## config.mk

```make
export PLATFORM = sky130hd
export DESIGN_NAME = bcd_word_scanner_flat
export DESIGN_NICKNAME = d
export VERILOG_FILES = /design/src/rtl/bcd_pkg.sv /design/src/rtl/bcd_word_scanner_if.sv /design/src/rtl/bcd_digit_valid.sv /design/src/rtl/bcd_word_scanner.sv /design/src/flat_wrapper.sv
export SDC_FILE = /design/constraint.sdc
export NUM_CORES = 1
export LEC_CHECK = 0
export ABC_AREA = 1
export CAP_MARGIN = 15
export CELL_PAD_IN_SITES_DETAIL_PLACEMENT = 1
export CELL_PAD_IN_SITES_GLOBAL_PLACEMENT = 1
export CORE_MARGIN = 2
export CORE_UTILIZATION = 35
export DETAILED_ROUTE_END_ITERATION = 7
export PLACE_DENSITY = 0.8
export SLEW_MARGIN = 40
export SYNTH_ARGS = -nofsm -noshare
export SYNTH_HDL_FRONTEND = slang
export SYNTH_SLANG_ARGS = --single-unit
```

## constraint.sdc

```tcl
create_clock -name clk -period 1.4 [get_ports clk]
set_input_delay 0.21 -clock clk [delete_from_list [all_inputs] [get_ports clk]]
set_output_delay 0.21 -clock clk [all_outputs]
set_load 0.005 [all_outputs]
```

## src/rtl/bcd_pkg.sv

```systemverilog
// Shared constants and FSM state type for the BCD word scanner.
package bcd_pkg;

  localparam int unsigned BCD_DIGIT_W = 4;
  localparam int unsigned BCD_MAX     = 9;

  typedef enum logic [1:0] {
    ST_IDLE = 2'd0,
    ST_SCAN = 2'd1,
    ST_DONE = 2'd2
  } state_e;

endpackage

```

## src/rtl/bcd_word_scanner_if.sv

```systemverilog
// Request/result bundle between a digit source and bcd_word_scanner.
// master = requester (drives start/word), slave = scanner.
interface bcd_word_scanner_if #(parameter int unsigned DIGITS = 4);
  import bcd_pkg::*;

  localparam int unsigned CNT_W = $clog2(DIGITS + 1);
  localparam int unsigned IDX_W = $clog2(DIGITS);

  logic                          start;
  logic [BCD_DIGIT_W*DIGITS-1:0] word;
  logic                          busy;
  logic                          done;
  logic                          all_valid;
  logic [CNT_W-1:0]              bad_count;
  logic [IDX_W-1:0]              first_bad;
  logic                          first_bad_vld;

  modport master (
    output start, word,
    input  busy, done, all_valid, bad_count, first_bad, first_bad_vld
  );

  modport slave (
    input  start, word,
    output busy, done, all_valid, bad_count, first_bad, first_bad_vld
  );

endinterface

```

## src/rtl/bcd_digit_valid.sv

```systemverilog
// Single BCD digit check: y = 1 iff x <= 9.
module bcd_digit_valid
  import bcd_pkg::*;
(
  input  logic [BCD_DIGIT_W-1:0] x,
  output logic                   y
);

  // Combinational range compare against the largest decimal digit.
  always_comb begin
    y = (x <= BCD_DIGIT_W'(BCD_MAX));
  end

endmodule

```

## src/rtl/bcd_word_scanner.sv

```systemverilog
// Scans a packed BCD word one digit per cycle (LSD first) through a single
// shared digit checker and reports validity, bad-digit count and the index
// of the lowest bad digit. All outputs are registered.
// Optional: define BCD_SCAN_EARLY_ABORT_EN to stop at the first bad digit.
module bcd_word_scanner
  import bcd_pkg::*;
#(
  parameter int unsigned DIGITS = 4
) (
  input  logic               clk,
  input  logic               rst_n,
  bcd_word_scanner_if.slave  bus
);

  localparam int unsigned WORD_W = BCD_DIGIT_W * DIGITS;
  localparam int unsigned CNT_W  = $clog2(DIGITS + 1);
  localparam int unsigned IDX_W  = $clog2(DIGITS);
  localparam logic [IDX_W-1:0] IDX_LAST = IDX_W'(DIGITS - 1);

  state_e             state_q, state_d;
  logic [WORD_W-1:0]  shreg_q, shreg_d;
  logic [IDX_W-1:0]   idx_q, idx_d;
  logic [CNT_W-1:0]   cnt_q, cnt_d;
  logic [IDX_W-1:0]   fb_q, fb_d;
  logic               fbv_q, fbv_d;

  logic               busy_q, busy_d;
  logic               done_q, done_d;
  logic               all_valid_q, all_valid_d;
  logic [CNT_W-1:0]   bad_count_q, bad_count_d;
  logic [IDX_W-1:0]   first_bad_q, first_bad_d;
  logic               first_bad_vld_q, first_bad_vld_d;

  logic               digit_ok;
  logic               last_digit;

  bcd_digit_valid u_digit_valid (
    .x (shreg_q[BCD_DIGIT_W-1:0]),
    .y (digit_ok)
  );

  // Next-state, datapath and result-register logic for the scan FSM.
  always_comb begin
    state_d         = state_q;
    shreg_d         = shreg_q;
    idx_d           = idx_q;
    cnt_d           = cnt_q;
    fb_d            = fb_q;
    fbv_d           = fbv_q;
    done_d          = 1'b0;
    all_valid_d     = all_valid_q;
    bad_count_d     = bad_count_q;
    first_bad_d     = first_bad_q;
    first_bad_vld_d = first_bad_vld_q;
    last_digit      = 1'b0;

    case (state_q)
      ST_IDLE: begin
        if (bus.start) begin
          shreg_d = bus.word;
          idx_d   = '0;
          cnt_d   = '0;
          fb_d    = '0;
          fbv_d   = 1'b0;
          state_d = ST_SCAN;
        end
      end

      ST_SCAN: begin
        shreg_d = shreg_q >> BCD_DIGIT_W;
        if (!digit_ok) begin
          cnt_d = cnt_q + CNT_W'(1);
          if (!fbv_q) begin
            fb_d  = idx_q;
            fbv_d = 1'b1;
          end
        end
`ifdef BCD_SCAN_EARLY_ABORT_EN
        last_digit = (idx_q == IDX_LAST) || !digit_ok;
`else
        last_digit = (idx_q == IDX_LAST);
`endif
        // Results are loaded on the edge entering DONE (from the _d values
        // so the final digit is included) so they are valid with done.
        if (last_digit) begin
          state_d         = ST_DONE;
          done_d          = 1'b1;
          all_valid_d     = (cnt_d == '0);
          bad_count_d     = cnt_d;
          first_bad_d     = fb_d;
          first_bad_vld_d = fbv_d;
        end else begin
          idx_d = idx_q + IDX_W'(1);
        end
      end

      ST_DONE: begin
        state_d = ST_IDLE;
      end

      default: begin
        state_d = ST_IDLE;
      end
    endcase

    busy_d = (state_d != ST_IDLE);
  end

  // State and output registers with synchronous active-low reset.
  always_ff @(posedge clk) begin
    if (!rst_n) begin
      state_q         <= ST_IDLE;
      shreg_q         <= '0;
      idx_q           <= '0;
      cnt_q           <= '0;
      fb_q            <= '0;
      fbv_q           <= 1'b0;
      busy_q          <= 1'b0;
      done_q          <= 1'b0;
      all_valid_q     <= 1'b0;
      bad_count_q     <= '0;
      first_bad_q     <= '0;
      first_bad_vld_q <= 1'b0;
    end else begin
      state_q         <= state_d;
      shreg_q         <= shreg_d;
      idx_q           <= idx_d;
      cnt_q           <= cnt_d;
      fb_q            <= fb_d;
      fbv_q           <= fbv_d;
      busy_q          <= busy_d;
      done_q          <= done_d;
      all_valid_q     <= all_valid_d;
      bad_count_q     <= bad_count_d;
      first_bad_q     <= first_bad_d;
      first_bad_vld_q <= first_bad_vld_d;
    end
  end

  assign bus.busy          = busy_q;
  assign bus.done          = done_q;
  assign bus.all_valid     = all_valid_q;
  assign bus.bad_count     = bad_count_q;
  assign bus.first_bad     = first_bad_q;
  assign bus.first_bad_vld = first_bad_vld_q;

endmodule

```

## src/flat_wrapper.sv

```systemverilog
// flat-port wrapper written by rule: the top's interface ports become plain ports
module bcd_word_scanner_flat import bcd_pkg::*;
#(
  parameter int unsigned DIGITS = 4
)
  (clk, rst_n, bus_start, bus_word, bus_busy, bus_done, bus_all_valid, bus_bad_count, bus_first_bad, bus_first_bad_vld);
  bcd_word_scanner_if #(.DIGITS(DIGITS)) bus_i ();
  input  logic clk;
  input  logic rst_n;
  input wire logic [$bits(bus_i.start)-1:0] bus_start;
  input wire logic [$bits(bus_i.word)-1:0] bus_word;
  output wire logic [$bits(bus_i.busy)-1:0] bus_busy;
  output wire logic [$bits(bus_i.done)-1:0] bus_done;
  output wire logic [$bits(bus_i.all_valid)-1:0] bus_all_valid;
  output wire logic [$bits(bus_i.bad_count)-1:0] bus_bad_count;
  output wire logic [$bits(bus_i.first_bad)-1:0] bus_first_bad;
  output wire logic [$bits(bus_i.first_bad_vld)-1:0] bus_first_bad_vld;
  assign bus_i.start = bus_start;
  assign bus_i.word = bus_word;
  assign bus_busy = bus_i.busy;
  assign bus_done = bus_i.done;
  assign bus_all_valid = bus_i.all_valid;
  assign bus_bad_count = bus_i.bad_count;
  assign bus_first_bad = bus_i.first_bad;
  assign bus_first_bad_vld = bus_i.first_bad_vld;
  bcd_word_scanner #(.DIGITS(DIGITS)) u_core (.clk(clk), .rst_n(rst_n), .bus(bus_i));
endmodule
```

# Word-level counts from Yosys, hierarchy flattened
# Index checks and enable logic that the tools add are counted.
dict set report word_totals {
  register_bits 35
  in_bits 19
}
dict set report op_classes {
  n_addsub 2
  n_lt_le_gt_ge 1
  eq_ne 4
  n_mux 19
  n_reduce_logical 8
}
# operator n
set op_table {}
lappend op_table {{one-hot mux 16 bit (2 select lines)} 1}
lappend op_table {{2-to-1 mux 16 bit} 1}
lappend op_table {{2-to-1 mux 2 bit} 6}
lappend op_table {{one-hot mux 2 bit (2 select lines)} 3}
lappend op_table {{2-to-1 mux 3 bit} 3}
lappend op_table {{one-hot mux 3 bit (2 select lines)} 1}
lappend op_table {{AND reduction 2 bit} 3}
lappend op_table {{<= comparator 4 bit (second input constant)} 1}
lappend op_table {{inequality test 2 bit (second input constant)} 2}
lappend op_table {{nonzero test 2 bit} 2}
lappend op_table {{adder 3 x 1 -> 3 bit (second input constant)} 1}
lappend op_table {{logical NOT 3 bit} 1}
lappend op_table {{2-to-1 mux 1 bit} 3}
lappend op_table {{AND reduction 3 bit} 1}
lappend op_table {{adder 2 x 1 -> 2 bit (second input constant)} 1}
lappend op_table {{== test 2 x 1 -> 1 bit (second input constant)} 1}
lappend op_table {{== test 2 bit (second input constant)} 1}
lappend op_table {{logical NOT 2 bit} 1}
lappend op_table {{one-hot mux 1 bit (2 select lines)} 1}

# Depth between registers and ports, before layout
# Gate-level depths: netlist (run 1).
dict set report logic_depth {
  ltp_word 4
  ltp_mapped 10
  depth_no_buf 10
}

# By module
# From an unflattened synthesis (run 1), not the netlist that was laid out.
dict set report hier_totals {
  hier_cells 191
  hier_area_um2 1410.1
}
# mod n_inst cells_per_inst area_each_um2 seq_area_each_um2
set by_module_without_submodules {}
lappend by_module_without_submodules {bcd_word_scanner 1 190 1405.1 700.7}
lappend by_module_without_submodules {bcd_digit_valid 1 1 5.0 0.0}

# Worst setup path after synthesis (run 1)
# OpenSTA, ideal clock, no wires.
dict set report synth_timing {
  path_type {reg2reg}
  from {register u_core.idx_q[0]}
  to {register u_core.idx_q[1]}
  setup_ns 0.066
  arrival_time_ns 1.073
  t_required_ns 1.334
  slack_ns 0.261
  stages_incl_launch_ff 8
  n_path_buf 0
  path_cell_list {dfxtp_1 -> ha_1 -> nand2_2 -> nor2_4 -> inv_2 -> nand2_2 -> nand2_1 -> a21oi_2}
}
dict set report synth_between {
  elab_chain_len 3
  word_cells_on_any_way 6
  classes_between {add/sub: 1; eq/ne: 2; mux: 2; reduce/logical: 1}
}
# item line_no
set synth_lines {}
lappend synth_lines {{from (decl)} bcd_word_scanner.sv:22} ;# logic [IDX_W-1:0] idx_q, idx_d;
lappend synth_lines {{from (signal assigned)} bcd_word_scanner.sv:127} ;# idx_q <= idx_d;
lappend synth_lines {{adder 2 x 1 -> 2 bit / == test 2 bit (equally long branches)} {bcd_word_scanner.sv:93, bcd_word_scanner.sv:81}}
lappend synth_lines {{2-to-1 mux 2 bit / inequality test 2 bit (equally long branches)} n/a}
lappend synth_lines {{one-hot mux 2 bit (2 select lines) / AND reduction 3 bit (equally long branches)} n/a}
# Several ways; a longest one is shown, not always the timed one. The select of a mux whose other input is x is not followed.
# A chain may end at the register's enable or synchronous reset.

# Worst setup path after layout (run 1)
dict set report layout_timing {
  from {register u_core.bad_count_q[0] (netlist: u_core.bus.bad_count[0])}
  to {output bus_bad_count[0]}
}
# item line_no
set layout_lines {}
lappend layout_lines {{from (decl)} bcd_word_scanner.sv:30} ;# logic [CNT_W-1:0] bad_count_q, bad_count_d;
lappend layout_lines {{from (signal assigned)} bcd_word_scanner.sv:134} ;# bad_count_q <= bad_count_d;
lappend layout_lines {{to (decl)} flat_wrapper.sv:15} ;# output wire logic [$bits(bus_i.bad_count)-1:0] bus_bad_count;
# No word-level cell between the ends.

==> impl_summary.txt, run 1 <==
----------------------------------------------------
[Die]
  Core area ... 3690 um2
  Overall die width ... 66.1 um
  Initial Utilization ... 36.6%
  Die ar. ... 4370 um2
  Num ports ... 28
  Die span in y ... 66.1 um
  Floorplan row count ... 22

[Logic synthesis]
  Mux share of post-synthesis cell area ... 0%
  Async set or reset register ratio after synthesis ... 0%
  Yosys top cell by area ... sky130_fd_sc_hd__dfxtp_1
  Area share of xor/xnor cells in the synthesized design ... 0%
  Top cells by area, synth ... sky130_fd_sc_hd__dfxtp_1 (46%), sky130_fd_sc_hd__nand2_1 (13%), sky130_fd_sc_hd__a21oi_1 (7.4%), sky130_fd_sc_hd__o21ai_0 (6.7%), sky130_fd_sc_hd__inv_1 (4.2%)
  Distinct cell type count of the synthesized netlist ... 26
  Compound-gate portion of the synthesized area ... 19.0%
  Top cell type's share of synthesized area ... 45.9%
  Main combinational cell family by area after synthesis ... simple AND/OR/NAND/NOR gates
  Total of flip-flops plus latches after synthesis ... 31
  Predominant post-synthesis flop cell ... sky130_fd_sc_hd__dfxtp_1
  Synthesized area per cell ... 7.42 um2
  Synthesis warning total ... 0
  Mapped Nets ... 203
  Synthesized-area fraction occupied by adder cells ... 1.85%
  Simple-gate share of the synthesized area ... 24.9%
  Proportion of synthesized chip area in sequential cells ... 45.9%
  Synthesized netlist cell count ... 182
  Cell area after synthesis ... 1350 um2
  Number of flops mapped to enable cells by yosys ... 0

[Setup path]
  CP endpoint kind ... output pin
  Crit path arrival time ... 1120 ps
  Critical path start-end classification ... flop to output pin
  Critical path's slowest cell ... sky130_fd_sc_hd__clkdlybuf4s50_1
  Max FO, Critical Path ... 2
  Cells traversed along the worst timing path ... clkdlybuf4s50_1
  Req. time, crit path ... 1190 ps
  Worst path buffer plus inverter count ... 1
  Max stage delay on crit path ... 500 ps
  Cell count of the worst reg-to-reg path ... 7
  Crit-path leading delay family ... buffers and inverters
  Critical path depth ... 1
  CP Launch Type ... flop

[Global route]
  Number of global-route vias before repair ... 1,357
  Total grt overflow ... 0
  Global routing usage summed across all routing layers ... 19.3%
  Number of antenna violations at the first check in global routing ... 0
  First-pass GRT wire length ... 6250 um
  Pin count of the biggest net entering global routing ... 19

[Clocking]
  Clock input transition at the sequential cells of the worst setup and hold paths ... 70 ps
  Clock sink total ... 31
  Maximum clock path buffer count ... 2
  Clk Latency, worst-skew pair ... 280 ps
  Number of clock buffers inserted by TritonCTS ... 5
  CTS tree ... done
  H-tree depth ... 2
  Hold-fix buffer count after cts ... 0
  Clk Tree Root Cell ... sky130_fd_sc_hd__clkbuf_8

[STA]
  Worst Skew ... 9.06 ps
  Hold WS ... 464 ps
  Sum of negative setup slack ... 0 ps
  Ratio of final minimum period to clock period ... 94.9%
  Number of failing hold endpoints at the final stage ... 0
  Count of pins over their slew limit ... 0
  Fmax achieved ... 0.752 GHz
  Minimum clock period ... 1330 ps
  Slew at the pin with the worst max-slew slack ... 321 ps
  Total setup violations reported at the end of the flow ... 0
  Worst slew slack as a fraction of its limit ... 78.5%
  Final setup margin ... 70.9 ps

[Cells and area]
  Sequential cell area ... 624 um2
  Number of standard cells in the final layout excluding fillers ... 262
  Multi-input gate area in the final layout ... 638 um2
  Number of filler instances in the final layout ... 466
  Share of post-route cells with drive strength above 1 ... 16.4%
  Leading cell types in the layout, fill and taps excluded ... sky130_fd_sc_hd__nand2_1 (45), sky130_fd_sc_hd__dfxtp_1 (28), sky130_fd_sc_hd__clkdlybuf4s50_1 (23), sky130_fd_sc_hd__a21oi_1 (20), sky130_fd_sc_hd__o21ai_0 (18)
  Nets@finish ... 236
  Most common cell after layout, fill and taps aside ... sky130_fd_sc_hd__nand2_1
  Final non-filler cell area ... 1770 um2
  Area added between synthesis and finish ... 31.0%
  Layout Utilization ... 48.0%
  Number of antenna diodes ... 0

[Detailed routing]
  Post-route antenna net violation count ... 0
  Detailed Route WL ... 3600 um
  Routed WL per cell ... 13.7 um
  Drt first pass iters ... 4
  Avg Vias per Cell ... 4.89
  Count of routing violations after the opening detailed-route iteration ... 98
  Number of vias in the routed layout ... 1,282
  DRC violation count after routing ... 0

[Power and ir drop]
  Highest ir drop seen on vdd ... 0.537 mV
  Power density over the cells ... 1020 nW/um2
  Post-layout total power ... 1.80 mW
  Sequential share of power ... 52.5%
  Leakage ... 0.686 nW
  Cell-internal power ... 1.35 mW
  Comb pwr share ... 12.1%
  Share of total power consumed by net switching ... 25.2%
  Clock power share ... 35.4%
  Net Sw Power ... 0.453 mW

[Place]
  Number of cells after detailed placement ... 254
  Hpwl dp ... 2590 um
  Number of I/O port buffers ... 23
  Setup Slack @ Placement ... -32.4 ps
  Instance area at placement ... 1660 um2
  Gpl congestion ... 0.770

[Outcome]
  Status ... finished, final reports clean

[Hold path]
  Min-Delay Path Class ... flop to flop
  Depth of the worst hold-timing path ... 2

[Run]
  Number of violations of the max-capacitance limit ... 0

----------------------------------------------------
==> flip-flops by register name, summed over array words and instances, names as in the netlist <==
signal	flops
u_core.fbv_q	1
u_core.cnt_q	3
u_core.shreg_q	12
u_core.bus.done	1
u_core.bus.all_valid	1
u_core.bus.busy	1
u_core.bus.first_bad_vld	1
u_core.idx_q	2
u_core.fb_q	2
u_core.state_q	2
u_core.bus.bad_count	3
u_core.bus.first_bad	2
==> cells by family after synthesis <==
kind of cell,after synthesis
buffers and inverters,26
adder cells (fa/ha/maj),2
AO/OA/AOI/OAI,48
AND/OR/NAND/NOR,75
flip-flops,31
==> final cells by class <==
type,count,share of cell area (%)
multi-input cells,125,36.0
flip-flops and latches,31,35.3
repair buffers,32,16.8
inverters,20,4.38
clock buffers,6,4.10
well taps,48,3.39
==> final timing paths <==
| kind | startpoint | end | slack (ps) |
|---|---|---|---|
| worst max register to register | u_core.idx_q[0]$_SDFFE_PN0P_ | u_core.idx_q[1]$_SDFFE_PN0P_ | 110 |
| worst min register to register | u_core.shreg_q[7]$_SDFFE_PN0P_ | u_core.shreg_q[3]$_SDFFE_PN0P_ | 460 |
| worst max-delay path | u_core.bus.bad_count[0]$_SDFFE_PN0P_ | bus_bad_count[0] | 70 |
| worst min-delay path | u_core.shreg_q[7]$_SDFFE_PN0P_ | u_core.shreg_q[3]$_SDFFE_PN0P_ | 460 |
==> synth_stat cells, types with 3 or more instances <==
cell	instances
sky130_fd_sc_hd__o21ai_1	3
sky130_fd_sc_hd__inv_2	4
sky130_fd_sc_hd__nand3_1	7
sky130_fd_sc_hd__nand2_1	46
sky130_fd_sc_hd__inv_1	15
sky130_fd_sc_hd__nand2_2	4
sky130_fd_sc_hd__nor2_1	13
sky130_fd_sc_hd__dfxtp_1	31
sky130_fd_sc_hd__a21oi_1	20
sky130_fd_sc_hd__o21ai_0	18
==> worst register-to-register path, cell delays in order (launching register included) <==
cell and delay (ps):
sky130_fd_sc_hd__dfxtp_2 380, sky130_fd_sc_hd__ha_4 160, sky130_fd_sc_hd__nand2_2 60, sky130_fd_sc_hd__nor2_4 220, sky130_fd_sc_hd__inv_4 100, sky130_fd_sc_hd__nand2_2 90, sky130_fd_sc_hd__nand2_1 70, sky130_fd_sc_hd__a21oi_2 130
==> per-layer routing <==
| layer | wire (um) | global-route usage [%] | vias up |
|---|---|---|---|
| met5 | 0 | 0 | - |
| met4 | 68 | 9.69 | 0 |
| met1 | 1620 | 22.6 | 611 |
| li1 | - | - | 650 |
| met2 | 1810 | 32.1 | 16 |
| met3 | 104 | 5.11 | 5 |
==> power by group through the flow <==
stage	Clock (mW)	Sequential, mW	Combinational (mW)
2_1_floorplan	0	0.955	0.125
3_3_place_gp	0	0.959	0.203
3_5_place_dp	0	0.962	0.214
4_1_cts	0.658	0.942	0.215
5_1_grt	0.705	0.950	0.246
6_report	0.637	0.945	0.218
==> what timing repair did <==
action / in CTS / in global routing
setup endpoints to repair: 1 / 10
buffers inserted: 2 / 0
pin swaps: 1 / 1
gates resized for setup: 0 / 9
Power figures use the tool's default switching activity.
==> inputs of run 2 (changes only) <==
--- a/config.mk
+++ b/config.mk
@@ -6,7 +6,7 @@
 export NUM_CORES = 1
 export LEC_CHECK = 0
 export ABC_AREA = 1
-export CAP_MARGIN = 15
+export CAP_MARGIN = 30
 export CELL_PAD_IN_SITES_DETAIL_PLACEMENT = 1
 export CELL_PAD_IN_SITES_GLOBAL_PLACEMENT = 1
 export CORE_MARGIN = 2
==> results of run 2 <==
No change in the layout: final DEF, timing and power equal those of run 1.
==> inputs of run 3 (changes only) <==
==> constraint.sdc (replaced) <==
create_clock -name clk -period 1.29 [get_ports clk]
set_input_delay 0.1935 -clock clk [delete_from_list [all_inputs] [get_ports clk]]
set_output_delay 0.1935 -clock clk [all_outputs]
set_load 0.005 [all_outputs]
==> impl_summary.txt, run 3 (same netlist as run 1, synthesis figures left out) <==
----------------------------------------------------
[Outcome]
  Status ... finished, final reports clean

[Setup path]
  CP endpoint kind ... flop
  Max FO, Critical Path ... 2
  Worst path buffer plus inverter count ... 1
  Crit path arrival time ... 1460 ps
  Max stage delay on crit path ... 370 ps
  Crit-path leading delay family ... simple AND/OR/NAND/NOR gates
  Slack of the worst reg-to-reg path ... 50 ps
  Req. time, crit path ... 1500 ps
  Cells traversed along the worst timing path ... ha_4 > inv_1 > nand2_1 > nand2_1 > nand2_1 > nand2_2 > nor2_4 > nand2_1 > a21oi_2
  Critical path start-end classification ... flop to flop
  CP Launch Type ... flop
  Cell count of the worst reg-to-reg path ... 9
  Worst R2R End ... u_core.bus.bad_count[2]$_SDFFE_PN0P_
  Critical path's slowest cell ... sky130_fd_sc_hd__dfxtp_2
  Startpoint of the lowest-slack register-to-register path ... u_core.cnt_q[0]$_SDFFE_PN0P_
  Critical path depth ... 9
  Most prevalent standard cell on the critical path ... sky130_fd_sc_hd__nand2_1

[Die]
  Die span in y ... 66.1 um
  Initial Utilization ... 36.6%
  Die ar. ... 4370 um2
  Core area ... 3690 um2
  Floorplan row count ... 22
  Overall die width ... 66.1 um
  Num ports ... 28

[Detailed routing]
  Avg Vias per Cell ... 4.94
  Detailed Route WL ... 3740 um
  Post-route antenna net violation count ... 0
  Count of routing violations after the opening detailed-route iteration ... 49
  Drt first pass iters ... 4
  Routed WL per cell ... 13.9 um
  DRC violation count after routing ... 0
  Number of vias in the routed layout ... 1,330

[Cells and area]
  Final non-filler cell area ... 1860 um2
  Largest register by flop count ... u_core.shreg_q
  Most common cell after layout, fill and taps aside ... sky130_fd_sc_hd__nand2_1
  Nets@finish ... 243
  Number of antenna diodes ... 0
  Share of post-route cells with drive strength above 1 ... 19.9%
  Number of filler instances in the final layout ... 478
  Leading cell types in the layout, fill and taps excluded ... sky130_fd_sc_hd__nand2_1 (45), sky130_fd_sc_hd__dfxtp_1 (27), sky130_fd_sc_hd__a21oi_1 (19), sky130_fd_sc_hd__o21ai_0 (16), sky130_fd_sc_hd__inv_1 (15)
  Area added between synthesis and finish ... 37.9%
  Flip-flop count of the largest register, all copies and words added ... 12

[Hold path]
  Startpoint of the tightest hold check path ... u_core.shreg_q[13]$_SDFFE_PN0P_
  Depth of the worst hold-timing path ... 2
  Min-Delay Path Class ... flop to flop
  Worst hold path endpoint ... u_core.shreg_q[9]$_SDFFE_PN0P_

[Clocking]
  Hold-fix buffer count after cts ... 0
  Clock sink total ... 31
  Clk Latency, worst-skew pair ... 280 ps
  Number of clock buffers inserted by TritonCTS ... 5
  H-tree depth ... 2
  Clock input transition at the sequential cells of the worst setup and hold paths ... 60 ps
  CTS tree ... done
  Clk Tree Root Cell ... sky130_fd_sc_hd__clkbuf_8
  Maximum clock path buffer count ... 2

[Place]
  Instance area at placement ... 1710 um2
  Number of I/O port buffers ... 23
  Gpl congestion ... 0.763
  Hpwl dp ... 2640 um

[STA]
  Count of pins over their slew limit ... 0
  Slew at the pin with the worst max-slew slack ... 263 ps
  Minimum clock period ... 1240 ps
  Number of failing hold endpoints at the final stage ... 0
  Worst slew slack as a fraction of its limit ... 82.3%
  Worst Skew ... 6.32 ps
  Hold WS ... 465 ps
  Sum of negative setup slack ... 0 ps
  Total setup violations reported at the end of the flow ... 0
  Ratio of final minimum period to clock period ... 96.4%
  Fmax achieved ... 0.804 GHz

[Power and ir drop]
  Leakage ... 0.794 nW
  Highest ir drop seen on vdd ... 0.700 mV
  Power density over the cells ... 1060 nW/um2
  Post-layout total power ... 1.97 mW

[Global route]
  Number of antenna violations at the first check in global routing ... 0
  Pin count of the biggest net entering global routing ... 19
  Number of global-route vias before repair ... 1,381
  Global routing usage summed across all routing layers ... 19.2%
  Total grt overflow ... 0
  First-pass GRT wire length ... 6200 um

[Run]
  Number of violations of the max-capacitance limit ... 0

----------------------------------------------------
[run 3: cell count changes in the layout (fill, tap and decap cells not counted), sizes merged]
| cell | previous run | this run |
|---|---|---|
| dlygate4sd2 | 0 | 7 |
| buf | 9 | 16 |
| clkdlybuf4s50 | 23 | 14 |
| dlymetal6s2s | 0 | 2 |
[run 3: per-stage QoR]
| step | util [%] | setup WS [ps] | cells |
|---|---|---|---|
| 4_1_cts | 48.8 | -6.12 | 268 |
| 3_3_place_gp | 46.5 | -15.0 | 260 |
| 5_1_grt | 50.5 | -29.5 | 269 |
| 6_report | 50.5 | 46.2 | 269 |
| 3_5_place_dp | 46.5 | -43.8 | 260 |
| 2_1_floorplan | - | 151 | 182 |
[run 3: cell type report]
class / count / area (um2) / share of cell area, %
repair buffers: 39 / 375 / 20.1
clock buffers: 6 / 72.6 / 3.90
well taps: 48 / 60.1 / 3.22
multi-input cells: 125 / 647 / 34.7
inverters: 20 / 82.6 / 4.43
flip-flops and latches: 31 / 626 / 33.6
[run 3: tightest hold or removal path, stage by stage, from the launching register on]
cell and delay [ps]:
sky130_fd_sc_hd__dfxtp_1 310, sky130_fd_sc_hd__nand2_1 60, sky130_fd_sc_hd__a21oi_1 50
[run 3: repair_timing]
action                                  4_1_cts  5_1_grt
buffers inserted                              2        1
gates resized for setup                      10       16
pin swaps                                     1        3
endpoints found under the setup margin        9       14
[run 3: worst max path at each step]
stage | end | slack (ps) | startpoint
after global placement | u_core.shreg_q[1]$_SDFFE_PN0P_ | -10 | bus_start
after CTS | u_core.bus.all_valid$_SDFFE_PN0P_ | -6 | u_core.idx_q[0]$_SDFFE_PN0P_
after floorplan | u_core.idx_q[1]$_SDFFE_PN0P_ | 150 | u_core.idx_q[0]$_SDFFE_PN0P_
after detailed placement | u_core.shreg_q[5]$_SDFFE_PN0P_ | -40 | bus_start
final | u_core.bus.bad_count[2]$_SDFFE_PN0P_ | 50 | u_core.cnt_q[0]$_SDFFE_PN0P_
after global routing | u_core.bus.bad_count[2]$_SDFFE_PN0P_ | -30 | u_core.cnt_q[0]$_SDFFE_PN0P_
[run 3: routing by layer]
| metal | part of all wire [%] | global-route usage [%] | routed length (um) | vias up |
|---|---|---|---|---|
| met5 | 0 | 0 | 0 | - |
| met4 | 2.2 | 9.69 | 81 | 0 |
| met3 | 3.0 | 4.77 | 112 | 6 |
| met2 | 50 | 31.6 | 1870 | 20 |
| met1 | 45 | 23.0 | 1680 | 639 |
| li1 | - | - | - | 665 |
[run 3: power by group]
| part | internal (mW) | switching [mW] | leakage (nW) |
|---|---|---|---|
| clock | 0.359 | 0.336 | 0.0371 |
| combinational | 0.121 | 0.135 | 0.502 |
| sequential | 0.997 | 0.0263 | 0.255 |
